===== config.mk =====
export PLATFORM = sky130hd
export DESIGN_NAME = uart_rx
export DESIGN_NICKNAME = d
export VERILOG_FILES = /design/src/rtl/uart_pkg.sv /design/src/rtl/uart_rx_sampler.sv /design/src/rtl/uart_rx.sv
export SDC_FILE = /design/constraint.sdc
export NUM_CORES = 1
export LEC_CHECK = 0
export BUFFER_PORTS_ARGS = -buffer_cell sky130_fd_sc_hd__buf_2
export CORE_ASPECT_RATIO = 1.4
export CORE_MARGIN = 2
export CORE_UTILIZATION = 39
export CTS_BUF_LIST = sky130_fd_sc_hd__clkbuf_2
export CTS_CLUSTER_DIAMETER = 40
export DETAILED_ROUTE_END_ITERATION = 8
export GPL_TIMING_DRIVEN = 0
export SETUP_SLACK_MARGIN = 0.1
export SYNTH_ARGS = -nofsm -noshare
export SYNTH_HDL_FRONTEND = slang
export SYNTH_SLANG_ARGS = --single-unit

===== constraint.sdc =====
create_clock -name CLK -period 3.22 [get_ports CLK]
set_clock_uncertainty 0.15 [all_clocks]
set_input_delay 0.161 -clock CLK [delete_from_list [all_inputs] [get_ports CLK]]
set_output_delay 0.161 -clock CLK [all_outputs]
set_load 0.01 [all_outputs]

===== src/rtl/uart_pkg.sv =====
// Shared UART definitions: RX state encoding, parity selectors, legal
// oversampling rates and the three-sample majority vote.
package uart_pkg;

    typedef enum logic [2:0] {
        IDLE   = 3'b000,
        START  = 3'b001,
        DATA   = 3'b011,
        PARITY = 3'b010,
        STOP   = 3'b110
    } rx_state_e;

    localparam logic PAR_EVEN = 1'b0;
    localparam logic PAR_ODD  = 1'b1;

    localparam logic [5:0] PRESCALE_8  = 6'd8;
    localparam logic [5:0] PRESCALE_16 = 6'd16;
    localparam logic [5:0] PRESCALE_32 = 6'd32;

    function automatic logic majority3(input logic a, input logic b, input logic c);
        return (a & b) | (a & c) | (b & c);
    endfunction

    function automatic logic prescale_legal(input logic [5:0] p);
        return !p[0] && (p >= PRESCALE_8) && (p <= PRESCALE_32);
    endfunction

endpackage


===== src/rtl/uart_rx_sampler.sv =====
// Per-bit edge counter, bit counter and three-sample majority vote for the
// UART receiver.
module uart_rx_sampler
    import uart_pkg::*;
#(
    parameter int unsigned CNT_W = 4
) (
    input  logic             CLK,
    input  logic             RST,
    input  logic             rx_in,
    input  logic [5:0]       prescale,
    input  logic             start,
    input  logic             active,
    output logic [CNT_W-1:0] bit_cnt,
    output logic             sampled_bit,
    output logic             sample_valid,
    output logic             bit_wrap
);

    logic [5:0] edge_cnt;
    logic [5:0] half;
    logic       s0;
    logic       s1;

    assign half         = {1'b0, prescale[5:1]};
    assign bit_wrap     = active && (edge_cnt == prescale - 6'd1);
    assign sample_valid = active && (edge_cnt == half + 6'd1);
    // Third sample is taken straight from the line so the voted bit is
    // registered by the FSM on the same edge that would capture it.
    assign sampled_bit  = majority3(s0, s1, rx_in);

    always_ff @(posedge CLK or negedge RST) begin
        if (!RST) begin
            edge_cnt <= '0;
            bit_cnt  <= '0;
            s0       <= 1'b1;
            s1       <= 1'b1;
        end else begin
            if (start) begin
                edge_cnt <= 6'd1;
                bit_cnt  <= '0;
            end else if (!active) begin
                edge_cnt <= '0;
                bit_cnt  <= '0;
            end else if (bit_wrap) begin
                edge_cnt <= '0;
                bit_cnt  <= bit_cnt + 1'b1;
            end else begin
                edge_cnt <= edge_cnt + 6'd1;
            end

            if (active && (edge_cnt == half - 6'd1))
                s0 <= rx_in;
            if (active && (edge_cnt == half))
                s1 <= rx_in;
        end
    end

endmodule


===== src/rtl/uart_rx.sv =====
// UART receiver: frame FSM, LSB-first deserializer, parity/stop checks and
// registered one-cycle result pulses.
module uart_rx
    import uart_pkg::*;
#(
    parameter int unsigned DATA_WIDTH = 8
) (
    input  logic                  CLK,
    input  logic                  RST,
    input  logic                  RX_IN,
    input  logic [5:0]            PRESCALE,
    input  logic                  PAR_EN,
    input  logic                  PAR_TYP,
    output logic [DATA_WIDTH-1:0] P_DATA,
    output logic                  DATA_VALID,
    output logic                  PAR_ERR,
    output logic                  STP_ERR
);

    localparam int unsigned CNT_W = $clog2(DATA_WIDTH + 3);

    rx_state_e             state;
    logic [5:0]            prescale_q;
    logic                  par_en_q;
    logic                  par_typ_q;
    logic                  par_err_q;
    logic [DATA_WIDTH-1:0] shreg;
    logic [CNT_W-1:0]      bit_cnt;
    logic                  sampled_bit;
    logic                  sample_valid;
    logic                  bit_wrap;
    logic                  start;
    logic                  active;
    logic                  par_exp;

    assign start   = (state == IDLE) && !RX_IN;
    assign active  = (state != IDLE);
    assign par_exp = (par_typ_q == PAR_EVEN) ? ^shreg : ~^shreg;

    uart_rx_sampler #(
        .CNT_W(CNT_W)
    ) u_sampler (
        .CLK          (CLK),
        .RST          (RST),
        .rx_in        (RX_IN),
        .prescale     (prescale_q),
        .start        (start),
        .active       (active),
        .bit_cnt      (bit_cnt),
        .sampled_bit  (sampled_bit),
        .sample_valid (sample_valid),
        .bit_wrap     (bit_wrap)
    );

    always_ff @(posedge CLK or negedge RST) begin
        if (!RST) begin
            state      <= IDLE;
            prescale_q <= PRESCALE_8;
            par_en_q   <= 1'b0;
            par_typ_q  <= PAR_EVEN;
            par_err_q  <= 1'b0;
            shreg      <= '0;
            P_DATA     <= '0;
            DATA_VALID <= 1'b0;
            PAR_ERR    <= 1'b0;
            STP_ERR    <= 1'b0;
        end else begin
            DATA_VALID <= 1'b0;
            PAR_ERR    <= 1'b0;
            STP_ERR    <= 1'b0;

            case (state)
                IDLE: begin
                    if (!RX_IN) begin
                        // An unsupported rate falls back to a safe one so the counters always wrap.
                        prescale_q <= prescale_legal(PRESCALE) ? PRESCALE : PRESCALE_16;
                        par_en_q   <= PAR_EN;
                        par_typ_q  <= PAR_TYP;
                        par_err_q  <= 1'b0;
                        state      <= START;
                    end
                end

                START: begin
                    if (sample_valid && sampled_bit)
                        state <= IDLE;
                    else if (bit_wrap)
                        state <= DATA;
                end

                DATA: begin
                    if (sample_valid)
                        shreg <= {sampled_bit, shreg[DATA_WIDTH-1:1]};
                    if (bit_wrap && (bit_cnt == CNT_W'(DATA_WIDTH)))
                        state <= par_en_q ? PARITY : STOP;
                end

                PARITY: begin
                    if (sample_valid)
                        par_err_q <= (sampled_bit != par_exp);
                    if (bit_wrap)
                        state <= STOP;
                end

                STOP: begin
                    if (sample_valid) begin
                        state <= IDLE;
                        if (sampled_bit && !par_err_q) begin
                            DATA_VALID <= 1'b1;
                            P_DATA     <= shreg;
                        end else begin
                            PAR_ERR <= par_err_q;
                            STP_ERR <= !sampled_bit;
                        end
                    end
                end

                default: state <= IDLE;
            endcase
        end
    end

endmodule


After elaboration in Yosys (flattened, before gate mapping)
Index checks and enable logic that the tools add are counted.
{ "word_totals": {"regBits": 43, "inputBits": 11, "elab_cells": 96, "out_inout_bits": 11} }
{ "classes": {"bitwise": 6, "add_sub_neg": 5, "n_eq_ne": 17, "muxes": 28, "n_lt_le_gt_ge": 2, "n_reduce_logical": 24} }
{ "op_table": {"columns": ["op", "count"], "rows": [
  ["two-way mux 6 bit", 4],
  ["two-way mux 3 bit", 7],
  ["equality test 6 bit", 3],
  ["one-hot mux 3 bit (5 select lines)", 1],
  ["two-way mux 1 bit", 12],
  ["two-way mux 4 bit", 3],
  ["logical AND 1 bit", 10],
  ["!= test 2 bit (second input constant)", 5],
  ["XNOR reduction 8 bit", 1],
  ["parity 8 bit", 1],
  ["adder 5 x 1 -> 6 bit (second input constant)", 1],
  ["adder 6 x 1 -> 6 bit (second input constant)", 1],
  ["equality test 3 x 2 -> 1 bit (second input constant)", 2],
  ["equality test 6 x 5 -> 1 bit", 1],
  [">= comparator 6 x 4 -> 1 bit (second input constant)", 1],
  ["<= comparator 6 bit (second input constant)", 1],
  ["!= test 3 bit (second input constant)", 2],
  ["AND reduction 3 bit", 2],
  ["subtractor 5 x 1 -> 6 bit (second input constant)", 1],
  ["subtractor 6 x 1 -> 6 bit (second input constant)", 1],
  ["AND reduction 5 bit", 1],
  ["adder 4 x 1 -> 4 bit (second input constant)", 1],
  ["equality test 4 bit (second input constant)", 1],
  ["zero test 1 bit", 4],
  ["other kinds (11)", 15]
]} }

Longest topological paths before layout
{ "logic_depth": {"ltp_word": 7, "mapped_depth": 9, "ltp_nobuf": 8} }

Hierarchy
From an unflattened synthesis, not the netlist that was laid out.
{ "unflattened": {"cells_unflattened": 231, "hier_area_um2": 2448.6} }
{ "by_module_without_submodules": {"columns": ["mod", "seq_area_each_um2", "cells_per_inst", "n_inst", "area_per_inst_um2"], "rows": [
  ["uart_rx", 777.0, 114, 1, 1412.6],
  ["uart_rx_sampler", 302.8, 117, 1, 1036.0]
]} }

Least setup slack after synthesis
OpenSTA, ideal clock, no wires.
{ "synth_timing": {"path_type": "register -> register", "startpoint": "register prescale_q[2]", "endpoint": "register P_DATA[0]", "path_stages_with_launch": 9, "arrival_time_ns": 2.464, "setup_slack_ns": 0.482, "n_path_buf": 1, "required_ns": 2.945, "setup_ns": 0.125, "cell_sequence": "dfrtp_1 > clkbuf_1 > inv_1 > ha_1 > xor2_1 > nor3_1 > nand4b_4 > nor4_4 > mux2_2"} }
{ "synth_via": {"elab_chain_cells": 4} }
{ "synth_rtl": {"columns": ["element", "line", "rtl"], "rows": [
  ["start, declared", "uart_rx.sv:23", "logic [5:0] prescale_q;"],
  ["start signal, assigned", "uart_rx.sv:76", "prescale_q <= prescale_legal(PRESCALE) ? PRESCALE : PRESCALE_16;"],
  ["adder 5 x 1 -> 6 bit", "uart_rx_sampler.sv:27", "assign sample_valid = active && (edge_cnt == half + 6'd1);"],
  ["equality test 6 bit", "uart_rx_sampler.sv:27", null],
  ["logical AND 1 bit", "uart_rx_sampler.sv:27", null],
  ["AND reduction 3 bit (no source line)", null, null],
  ["end signal, assigned", "uart_rx.sv:110", "P_DATA <= shreg;"],
  ["end, declared", "uart_rx.sv:14", "output logic [DATA_WIDTH-1:0] P_DATA,"]
]} }
Every way passes these cells.
A chain may end at the register's enable or synchronous reset.

Final worst setup path
{ "layout_timing": {"startpoint": "register prescale_q[2]", "endpoint": "register shreg[0]"} }
{ "layout_via": {"elab_chain_cells": 4} }
{ "layout_rtl": {"columns": ["element", "line", "rtl"], "rows": [
  ["adder 5 x 1 -> 6 bit", "uart_rx_sampler.sv:27", null],
  ["equality test 6 bit", "uart_rx_sampler.sv:27", null],
  ["logical AND 1 bit", "uart_rx_sampler.sv:27", null],
  ["AND reduction 2 bit (no source line)", null, null],
  ["end signal, assigned", "uart_rx.sv:93", "shreg <= {sampled_bit, shreg[DATA_WIDTH-1:1]};"],
  ["end, declared", "uart_rx.sv:27", "logic [DATA_WIDTH-1:0] shreg;"]
]} }
Every way passes these cells.

==> results.toml <==
[timing]
rsz0062_at_grt = "true"
fin_crit_sh = 0.9071
finalHoldViolations = 0
hold_ws_ps = 81.81
final-max-slew-violation-count = 0
worst_pin_slew_ps = 947.3
relSlewSlack = 0.3685
layout_min_cycle_time_ps = 2921
fmax_ghz = 0.3424
report.final.setup_viol = 0

[floorplanning]
fp.dieArea_um2 = 6697
rows = 33
ioPinCount = 22
core_area_um2 = 5863
start_util = 0.4025
die_w_um = 69.74
die_y_um = 96.04

[clocking]
clock_latency_ps = 380
cts_max_level = 2
cts_buffer_depth = 2
cts_root_buf = "clkbuf_2"
numCtsBuffers = 5
path_clk_slew_ps = 210
clock_sinks = 43
cts_tree = "yes"

[setup_path]
crit_fanout = 10
end_kind = "register"
worstSetupPathType = "reg -> reg"
slowest_stage = "dfrtp_1"
crit_chain = "clkbuf_1 -> inv_1 -> ha_1 -> xor2_1 -> nor3_2 -> nand4b_4 -> and4bb_2 -> buf_2 -> mux2_2"
reg2reg_from = "prescale_q[2]$_DFFE_PN0P_"
worstSetupStartpointType = "register"
slowest_delay_ps = 400
arrival_ps = 3070
crit_start = "prescale_q[2]$_DFFE_PN0P_"
cp.required_ps = 3370

[drt]
vias = 1737
ant_nets = 0
drcViolationCount = 0
wl_per_cell_um = 13.70
wirelength_mm = 4.631
vias_per_cell = 5.139
drt_iter0_drc = 54
drt-pass1-iter-count = 4

[placed_design]
portBuffers = 21
hpwl_mm = 3.437
gp_congestion = 0.7979

[power_and_ir_drop]
power_leakage_uw = 0.001312
ir_drop_mv = 0.3788
p_per_area_nw_per_um2 = 832.7

[synth]
synthTopCellsByArea = "dfrtp_1 42%, xnor2_1 8.9%, mux2_2 8.6%, ha_1 3.7%, xor2_1 3.7%"
ys_dominant_reg_cell = "dfrtp_1"
ys_types = 42
yosys.area_share.simple = 0.1797
synth-xor-area-share = 0.1262
synth-edff-count = 0
syn_nets = 244
async_reset_ff_frac = 1.000
syn_area_per_cell_um2 = 10.44
ys_ff_latch = 43
yosysTopAreaCellShare = 0.4242
synth-compound-area-share = 0.08112
synth_top_family_by_area = "simple AND/OR/NAND/NOR gates"
postSynthCellCount = 226
synth_fa_ha_area_frac = 0.03712
synth_area_um2 = 2360
yosys-top-cells-count = "40 x dfrtp_1, 24 x xnor2_1, 21 x nand2_1"
synthesis.yosys.warnings = 0
synth_mux_area_frac = 0.09014
synth_most_common_cell = "dfrtp_1"
ys_seq_area_frac = 0.4576
synth_top_cell_by_area = "dfrtp_1"

[finish]
syn2layout_area_growth_pct = 17.76
layout.nets = 286
diodes = 0
fillCellCount = 571
drive_gt1_frac = 0.2351
fin_util = 0.4740

[global_route]
antenna_found_initial = 0
first_global_vias = 1697
grt_use_total = 0.1484
grt_overflow = 0
grt_pass1_wl_mm = 7.872
grt_max_degree = 44

[status]
status = "finished clean"

[min_path]
hold_path_startpoint = "PRESCALE[5]"
hp-class = "in -> reg"

[run]
maxCapViolations = 0
[state kept, by name, indices dropped and copies added (netlist names)]
name and count:
P_DATA 8, shreg 8, prescale_q 6, u_sampler.edge_cnt 6, u_sampler.bit_cnt 4, state 3, DATA_VALID 1, PAR_ERR 1
STP_ERR 1, par_en_q 1, par_err_q 1, par_typ_q 1, u_sampler.s0 1, u_sampler.s1 1
[cells in the final DEF, fill, tap and decap left out, types with 2 or more instances in the layout]
cell	netlist	layout
xnor2_1	24	24
o21a_1	2	2
clkbuf_2	2	7
ha_1	7	7
xor2_1	10	10
inv_1	8	8
mux2_2	18	18
o311ai_0	2	2
or3_1	3	3
a31oi_1	4	4
a21o_1	2	2
dfrtp_1	40	40
nor2b_1	3	3
nor3_1	6	5
o21ai_0	7	7
nand3_1	12	12
and3b_1	2	2
buf_2	3	24
clkbuf_1	3	3
dlygate4sd3_1	0	13
o41ai_1	2	2
nand3b_1	2	2
dfstp_2	3	3
nor2_1	20	20
o22ai_1	2	2
and3_1	2	2
nand2_1	21	20
[report_power, final]
part / switching, uW / internal (uW) / total, uW
combinational: 655 / 531 / 1190
clock: 166 / 127 / 293
sequential: 143 / 691 / 834
[metrics by stage]
stage	instances	setup slack (ps)	instance area, um^2	power (uW)	setup TNS (ps)
after global placement	317	-13.14	2552	1944	-13.14
after CTS	338	100.5	2766	2311	0
after floorplan	226	481.6	2360	1723	0
after global routing	338	26.59	2779	2523	0
final	338	299.2	2779	2314	0
after detailed placement	317	-19.64	2552	1965	-113.9
[cell type report]
type	count	area, um^2	area share
buffer	8	36.28	0.01306
clock buffer	5	25.02	0.009005
clock inverter	2	37.54	0.01351
inverter	8	30.03	0.01081
multi-input combinational	167	1227	0.4417
sequential	43	1080	0.3886
tap	70	87.58	0.03152
timing repair buffer	35	255.2	0.09185
[logic make-up (layout without fill, tap and decap cells)]
group,count (synthesis),count (layout)
fa+ha+maj,7,7
simple gates,79,79
xor+xnor,34,34
buf+inv,16,58
compound gates,28,28
mux,19,19
flops,43,43
[final timing paths]
check | end | slack, ps | cells past startpoint
max reg2reg | shreg[0]$_DFFE_PN0P_ | 300 | 9
max in group asynchronous | u_sampler.edge_cnt[3]$_DFF_PN0_ | 2050 | 2
min | prescale_q[4]$_DFFE_PN0P_ | 80 | 4
min in group asynchronous | P_DATA[0]$_DFFE_PN0P_ | 280 | 2
max | shreg[0]$_DFFE_PN0P_ | 300 | 9
min reg2reg | par_en_q$_DFFE_PN0P_ | 360 | 2
[worst max-delay path: cells and delay by family (launching register included)]
kind,cells,cell delay [ps]
xor+xnor,1,170
flops,1,400
mux,1,360
simple gates,3,810
buf+inv,3,650
fa+ha+maj,1,310
[repair_timing]
action,in CTS,in global routing
pin swaps,1,0
cloned,0,0
buffers inserted,1,0
endpoints found under the hold margin,49,0
endpoints found under the setup margin,19,27
gates resized for setup,1,3
hold buffers,13,0
[layer usage]
layer / track usage / part of all wire
met5: 0 / 0
met4: 0.04327 / 0.0058
met3: 0.02723 / 0.020
met2: 0.2877 / 0.55
met1: 0.1658 / 0.42
No activity file was read; power rests on OpenSTA's default activity.
